--- config.mk ---
export PLATFORM = sky130hd
export DESIGN_NAME = qu_pipeline_ctrl
export DESIGN_NICKNAME = d
export VERILOG_FILES = /design/src/rtl/qu_pipeline_ctrl.sv
export SDC_FILE = /design/constraint.sdc
export NUM_CORES = 1
export LEC_CHECK = 0
export CAP_MARGIN = 25
export CORE_ASPECT_RATIO = 0.6
export CORE_MARGIN = 2
export CORE_UTILIZATION = 30
export CTS_CLUSTER_DIAMETER = 40
export DETAILED_ROUTE_END_ITERATION = 8
export GPL_TIMING_DRIVEN = 0
export SYNTH_ARGS = -nofsm -noshare
export SYNTH_HDL_FRONTEND = slang
export SYNTH_SLANG_ARGS = --single-unit
--- constraint.sdc ---
create_clock -name clk -period 1.85 [get_ports clk]
set_input_delay 0.2775 -clock clk [delete_from_list [all_inputs] [get_ports clk]]
set_output_delay 0.2775 -clock clk [all_outputs]
set_load 0.02 [all_outputs]
--- src/rtl/qu_pipeline_ctrl.sv ---
// qu_pipeline_ctrl: front-end stall / warm-up / drain-then-flush sequencer for the Qu core.
// Optional upstream stall propagation is enabled by defining QU_PIPE_CTRL_STALL_CHAIN_EN.
module qu_pipeline_ctrl #(
  parameter int WARMUP_CYCLES = 20,
  parameter int DRAIN_TIMEOUT = 64
) (
  input  logic       clk,
  input  logic       rst,
  input  logic       stall_req,
  input  logic       fifo_if_id_full,
  input  logic       fifo_id_mp_full,
  input  logic       fifo_mp_rn_full,
  input  logic       fifo_if_id_empty,
  input  logic       fifo_id_mp_empty,
  input  logic       fifo_mp_rn_empty,
  input  logic       rn_ready,
  input  logic       flush_req,
  output logic       if_stall,
  output logic       id_stall,
  output logic       mp_stall,
  output logic       rn_stall,
  output logic       schedule_en,
  output logic       fifo_flush,
  output logic [1:0] ctrl_state,
  output logic       drain_timeout
);

  typedef enum logic [1:0] {
    WARMUP = 2'd0,
    RUN    = 2'd1,
    DRAIN  = 2'd2,
    FLUSH  = 2'd3
  } state_t;

  localparam logic [7:0] WARM_LAST  = 8'(WARMUP_CYCLES);
  localparam logic [7:0] DRAIN_LAST = 8'(DRAIN_TIMEOUT - 1);

  state_t     state;
  state_t     state_nx;
  logic [7:0] cnt;
  logic [7:0] cnt_nx;
  logic       all_empty;
  logic       timeout_hit;
  logic       rn_nx;
  logic       mp_nx;
  logic       id_nx;
  logic       if_nx;

  assign all_empty  = fifo_if_id_empty & fifo_id_mp_empty & fifo_mp_rn_empty;
  assign ctrl_state = state;

  // Empty FIFOs win over the timeout when both happen on the same edge.
  always_comb begin
    state_nx    = state;
    timeout_hit = 1'b0;
    case (state)
      WARMUP: begin
        if (flush_req)              state_nx = DRAIN;
        else if (cnt == WARM_LAST)  state_nx = RUN;
      end
      RUN: begin
        if (flush_req)              state_nx = DRAIN;
      end
      DRAIN: begin
        if (all_empty) begin
          state_nx = FLUSH;
        end else if (cnt == DRAIN_LAST) begin
          state_nx    = FLUSH;
          timeout_hit = 1'b1;
        end
      end
      default: state_nx = WARMUP;
    endcase
  end

  always_comb begin
    cnt_nx = cnt;
    if (state_nx != state)                          cnt_nx = 8'd0;
    else if (state == DRAIN)                        cnt_nx = cnt + 8'd1;
    else if ((state == WARMUP) && !stall_req)       cnt_nx = cnt + 8'd1;
  end

  always_comb begin
    rn_nx = stall_req | ~rn_ready;
    mp_nx = stall_req | fifo_mp_rn_full;
    id_nx = stall_req | fifo_id_mp_full;
    if_nx = stall_req | fifo_if_id_full | (state_nx == DRAIN);
`ifdef QU_PIPE_CTRL_STALL_CHAIN_EN
    mp_nx = mp_nx | rn_nx;
    id_nx = id_nx | mp_nx;
    if_nx = if_nx | id_nx;
`else
    mp_nx = mp_nx;
`endif
    if (state_nx == FLUSH) begin
      rn_nx = 1'b1;
      mp_nx = 1'b1;
      id_nx = 1'b1;
      if_nx = 1'b1;
    end
  end

  always_ff @(posedge clk or negedge rst) begin
    if (!rst) begin
      state         <= WARMUP;
      cnt           <= 8'd0;
      if_stall      <= 1'b1;
      id_stall      <= 1'b1;
      mp_stall      <= 1'b1;
      rn_stall      <= 1'b1;
      schedule_en   <= 1'b0;
      fifo_flush    <= 1'b0;
      drain_timeout <= 1'b0;
    end else begin
      state       <= state_nx;
      cnt         <= cnt_nx;
      if_stall    <= if_nx;
      id_stall    <= id_nx;
      mp_stall    <= mp_nx;
      rn_stall    <= rn_nx;
      schedule_en <= (state_nx == RUN) & ~stall_req;
      fifo_flush  <= (state_nx == FLUSH);
      if (timeout_hit) drain_timeout <= 1'b1;
    end
  end

endmodule

==> results_dict.tcl <==
set metrics [dict create \
    grt.total_usage 0.120 \
    layout-drive-gt1-share 0.133 \
    postCtsSetupBuffers 0 \
    post-route-worst-setup-slack_ns 0.172 \
    crit_path_top_delay_cell "sky130_fd_sc_hd__or4_4" \
    final_nets 112 \
    path_clk_slew_ns 0.06 \
    met3_routed_length_um 115 \
    top_layer_used "met4" \
    intPower_mw 0.744 \
    setup_violations 0 \
    largest_net_degree_at_the_start_of_global_routing 18 \
    die_width_um 71.5 \
    place.gp.congestion 0.804 \
    power_frac_comb 0.318 \
    synth.ff_latch_count 17 \
    number_of_optimization_iterations_in_the_first_detailed_route_pass 4 \
    synth_fp_nets 88 \
    achievable-frequency_mhz 596 \
    num_rows 14 \
    dpl.cell_count 126 \
    holdBufCountCts 0 \
    dp_slack_ns -0.0185 \
    final.setup_skew_ns 0.00296 \
    end_kind "register" \
    seq_area_frac_synth 0.525 \
    final.setup.tns_ns 0 \
    unrepaired_setup_endpoints_after_global_routing "false" \
    timing.hold.worst_endpoint "drain_timeout" \
    worstReg2RegStart "cnt[0]" \
    first_global_vias 570 \
    hold_viol 0 \
    detail_route.drc_violations 0 \
    post_layout_nonfiller_instances 130 \
    avgRoutedWirePerCell_um 12.8 \
    worstHoldPathType "register to register" \
    dieArea_um2 3180 \
    floorplan.initialDensity 0.320 \
    i_o_pin_cnt 20 \
    net-switching-power_mw 0.370 \
    tightest_slew_ns 0.748 \
    ys_warn_count 0 \
    timing.final.crit_period_ns 1.68 \
    met2_length_um 664 \
    grt_antenna_before_repair 0 \
    synthesis.area_um2 820 \
    ff_to_ff_end "cnt[7]" \
    power.density_cell_area_nw_per_um2 1020 \
    hold_path.startpoint "drain_timeout" \
    ir_drop_v 0.000564 \
    min_path_cells 1 \
    slew_headroom 0.499 \
    power.share.switching 0.332 \
    via_count 598 \
    port_buffers 19 \
    core-area_um2 2560 \
    total_inserted_antenna_cells 0 \
    total_power_mw 1.11 \
    crit_start_category "register" \
    run_status "finished, final reports clean" \
    avgSynthCellArea_um2 10.9 \
    path_type_of_the_worst_setup_path "register to register" \
    worstRegToRegCells 5 \
    timing.critical_path.cells "ha_1 > nand2_1 > or4_4 > a22oi_4 > nor2_1" \
    required_ns 1.98 \
    path_buf_inv 0 \
    critical_path.top_delay_family "simple AND/OR/NAND/NOR gates" \
    timing.reg2reg.setup_slack_ns 0.17 \
    critical_path_maximum_fanout 8 \
    power.share.clock 0.241 \
    leakage_dissipation_nw 0.426 \
    place_hpwl_um 1290 \
    worst_ep_arrival_time_ns 1.80 \
    global_route_wire_length_before_repair_um 2860 \
    cts_root_buf "sky130_fd_sc_hd__clkbuf_8" \
    synth.distinct_cells 29 \
    cts_max_path_buffers 2 \
    final_antenna_net_count 0 \
    cts_tree "built" \
    postSynthCellCount 75 \
    report.final.slew_viol_count 0 \
    detail_route.iter0.violations 17 \
    cts_buffers 3 \
    holdWs_ns 0.463 \
    routed_wirelength_um 1670 \
    cts-resized-gates 0 \
    htreeDepth 1 \
    syn2layout_area_growth_pct 33.6 \
    sink_count 17 \
    worstSkewPairLatency_ns 0.24 \
    finalCritPeriodShare 0.907 \
    critPathMaxStageDelay_ns 0.48 \
    grt-ovfl-total 0 \
    vias_per_cell 4.60 \
    die_height_um 44.5 \
    sequential_share_of_power 0.441 \
    max_cap_viol_count 0 \
    wl_met1_um 881 \
]
## worst max path at each step
stage	startpoint	end	slack, ns	depth (start not counted)
after floorplan	cnt[0]	cnt[0]	0.36	5
after global placement	stall_req	cnt[7]	-0.0003	6
after detailed placement	stall_req	cnt[4]	-0.02	6
after CTS	cnt[0]	cnt[7]	0.16	5
after global routing	cnt[0]	cnt[0]	0.05	5
final	cnt[0]	cnt[7]	0.17	5
## routing by layer
layer,vias up,track usage
met5,-,0
met4,0,0.0113
met3,2,0.0524
met2,18,0.174
met1,274,0.171
li1,304,-
## cells in the mapped netlist
cell type,instances,share of area
sky130_fd_sc_hd__a21oi_4,1,0.020
sky130_fd_sc_hd__or4_4,1,0.014
sky130_fd_sc_hd__nor3b_1,1,0.0092
sky130_fd_sc_hd__a31oi_1,1,0.0076
sky130_fd_sc_hd__nor2b_1,2,0.015
sky130_fd_sc_hd__ha_1,2,0.031
sky130_fd_sc_hd__xnor2_1,7,0.075
sky130_fd_sc_hd__nand2b_1,3,0.023
sky130_fd_sc_hd__a22oi_4,1,0.026
sky130_fd_sc_hd__nor3_1,1,0.0061
sky130_fd_sc_hd__nand4b_1,1,0.011
sky130_fd_sc_hd__nor2_1,11,0.050
sky130_fd_sc_hd__nand2_1,3,0.014
sky130_fd_sc_hd__or3_1,3,0.023
sky130_fd_sc_hd__or2_1,1,0.0076
sky130_fd_sc_hd__o21ai_0,2,0.012
sky130_fd_sc_hd__and2b_2,1,0.011
sky130_fd_sc_hd__nand3_1,2,0.012
sky130_fd_sc_hd__a21oi_1,1,0.0061
sky130_fd_sc_hd__dfrtp_1,13,0.40
sky130_fd_sc_hd__inv_1,3,0.014
sky130_fd_sc_hd__nor4b_1,1,0.011
sky130_fd_sc_hd__nand3_2,1,0.012
sky130_fd_sc_hd__nand4_1,1,0.0076
sky130_fd_sc_hd__and4bb_2,1,0.015
sky130_fd_sc_hd__clkbuf_1,2,0.0092
sky130_fd_sc_hd__nor4_1,3,0.023
sky130_fd_sc_hd__or3b_1,1,0.011
sky130_fd_sc_hd__dfstp_2,4,0.13
## logic make-up after synthesis
family | count (synthesis) | synth area share
adders and majority gates | 2 | 0.0305
and+or+nand+nor | 38 | 0.275
DFF | 17 | 0.525
buffers and inverters | 5 | 0.0229
AOI/OAI and AO/OA | 6 | 0.0718
xor gates and xnor gates | 7 | 0.0748
## cell type report
type,count,area (µm²)
well taps,32,40.0
flip-flops and latches,17,430
repair buffers,19,190
plain buffers,2,7.51
clock buffers,4,45.0
fillers,253,1460
multi-input cells,53,370
inverters,3,11.3
## metrics by stage
step	cell area, µm²	util
2_1_floorplan	820	-
3_3_place_gp	1050	0.410
3_5_place_dp	1050	0.410
4_1_cts	1090	0.428
5_1_grt	1090	0.428
6_report	1090	0.428
## flip-flops by register name, summed over array words and instances (netlist names)
signal         count
id_stall           1
rn_stall           1
if_stall           1
drain_timeout      1
mp_stall           1
fifo_flush         1
ctrl_state         2
cnt                8
schedule_en        1
## cell usage in the layout, fill, tap and decap left out, types with 2 or more instances in the layout
| cell type | n |
|---|---|
| sky130_fd_sc_hd__nor2b_1 | 2 |
| sky130_fd_sc_hd__nand2_1 | 3 |
| sky130_fd_sc_hd__dfrtp_1 | 13 |
| sky130_fd_sc_hd__nor2_1 | 11 |
| sky130_fd_sc_hd__dfstp_2 | 4 |
| sky130_fd_sc_hd__inv_1 | 3 |
| sky130_fd_sc_hd__clkbuf_8 | 3 |
| sky130_fd_sc_hd__nand2b_1 | 3 |
| sky130_fd_sc_hd__xnor2_1 | 7 |
| sky130_fd_sc_hd__nor4_1 | 3 |
| sky130_fd_sc_hd__clkbuf_1 | 3 |
| sky130_fd_sc_hd__or3_1 | 3 |
| sky130_fd_sc_hd__ha_1 | 2 |
| sky130_fd_sc_hd__nand3_1 | 2 |
| sky130_fd_sc_hd__o21ai_0 | 2 |
| sky130_fd_sc_hd__clkdlybuf4s50_1 | 19 |
## power by group through the flow
stage	Sequential (mW)	Combinational, mW	Clock (mW)
floorplan	0.517	0.203	0
global placement	0.493	0.350	0
detailed placement	0.496	0.360	0
CTS	0.489	0.361	0.281
global route	0.503	0.402	0.301
finish	0.491	0.354	0.268
No activity file was read; power rests on OpenSTA's default activity.
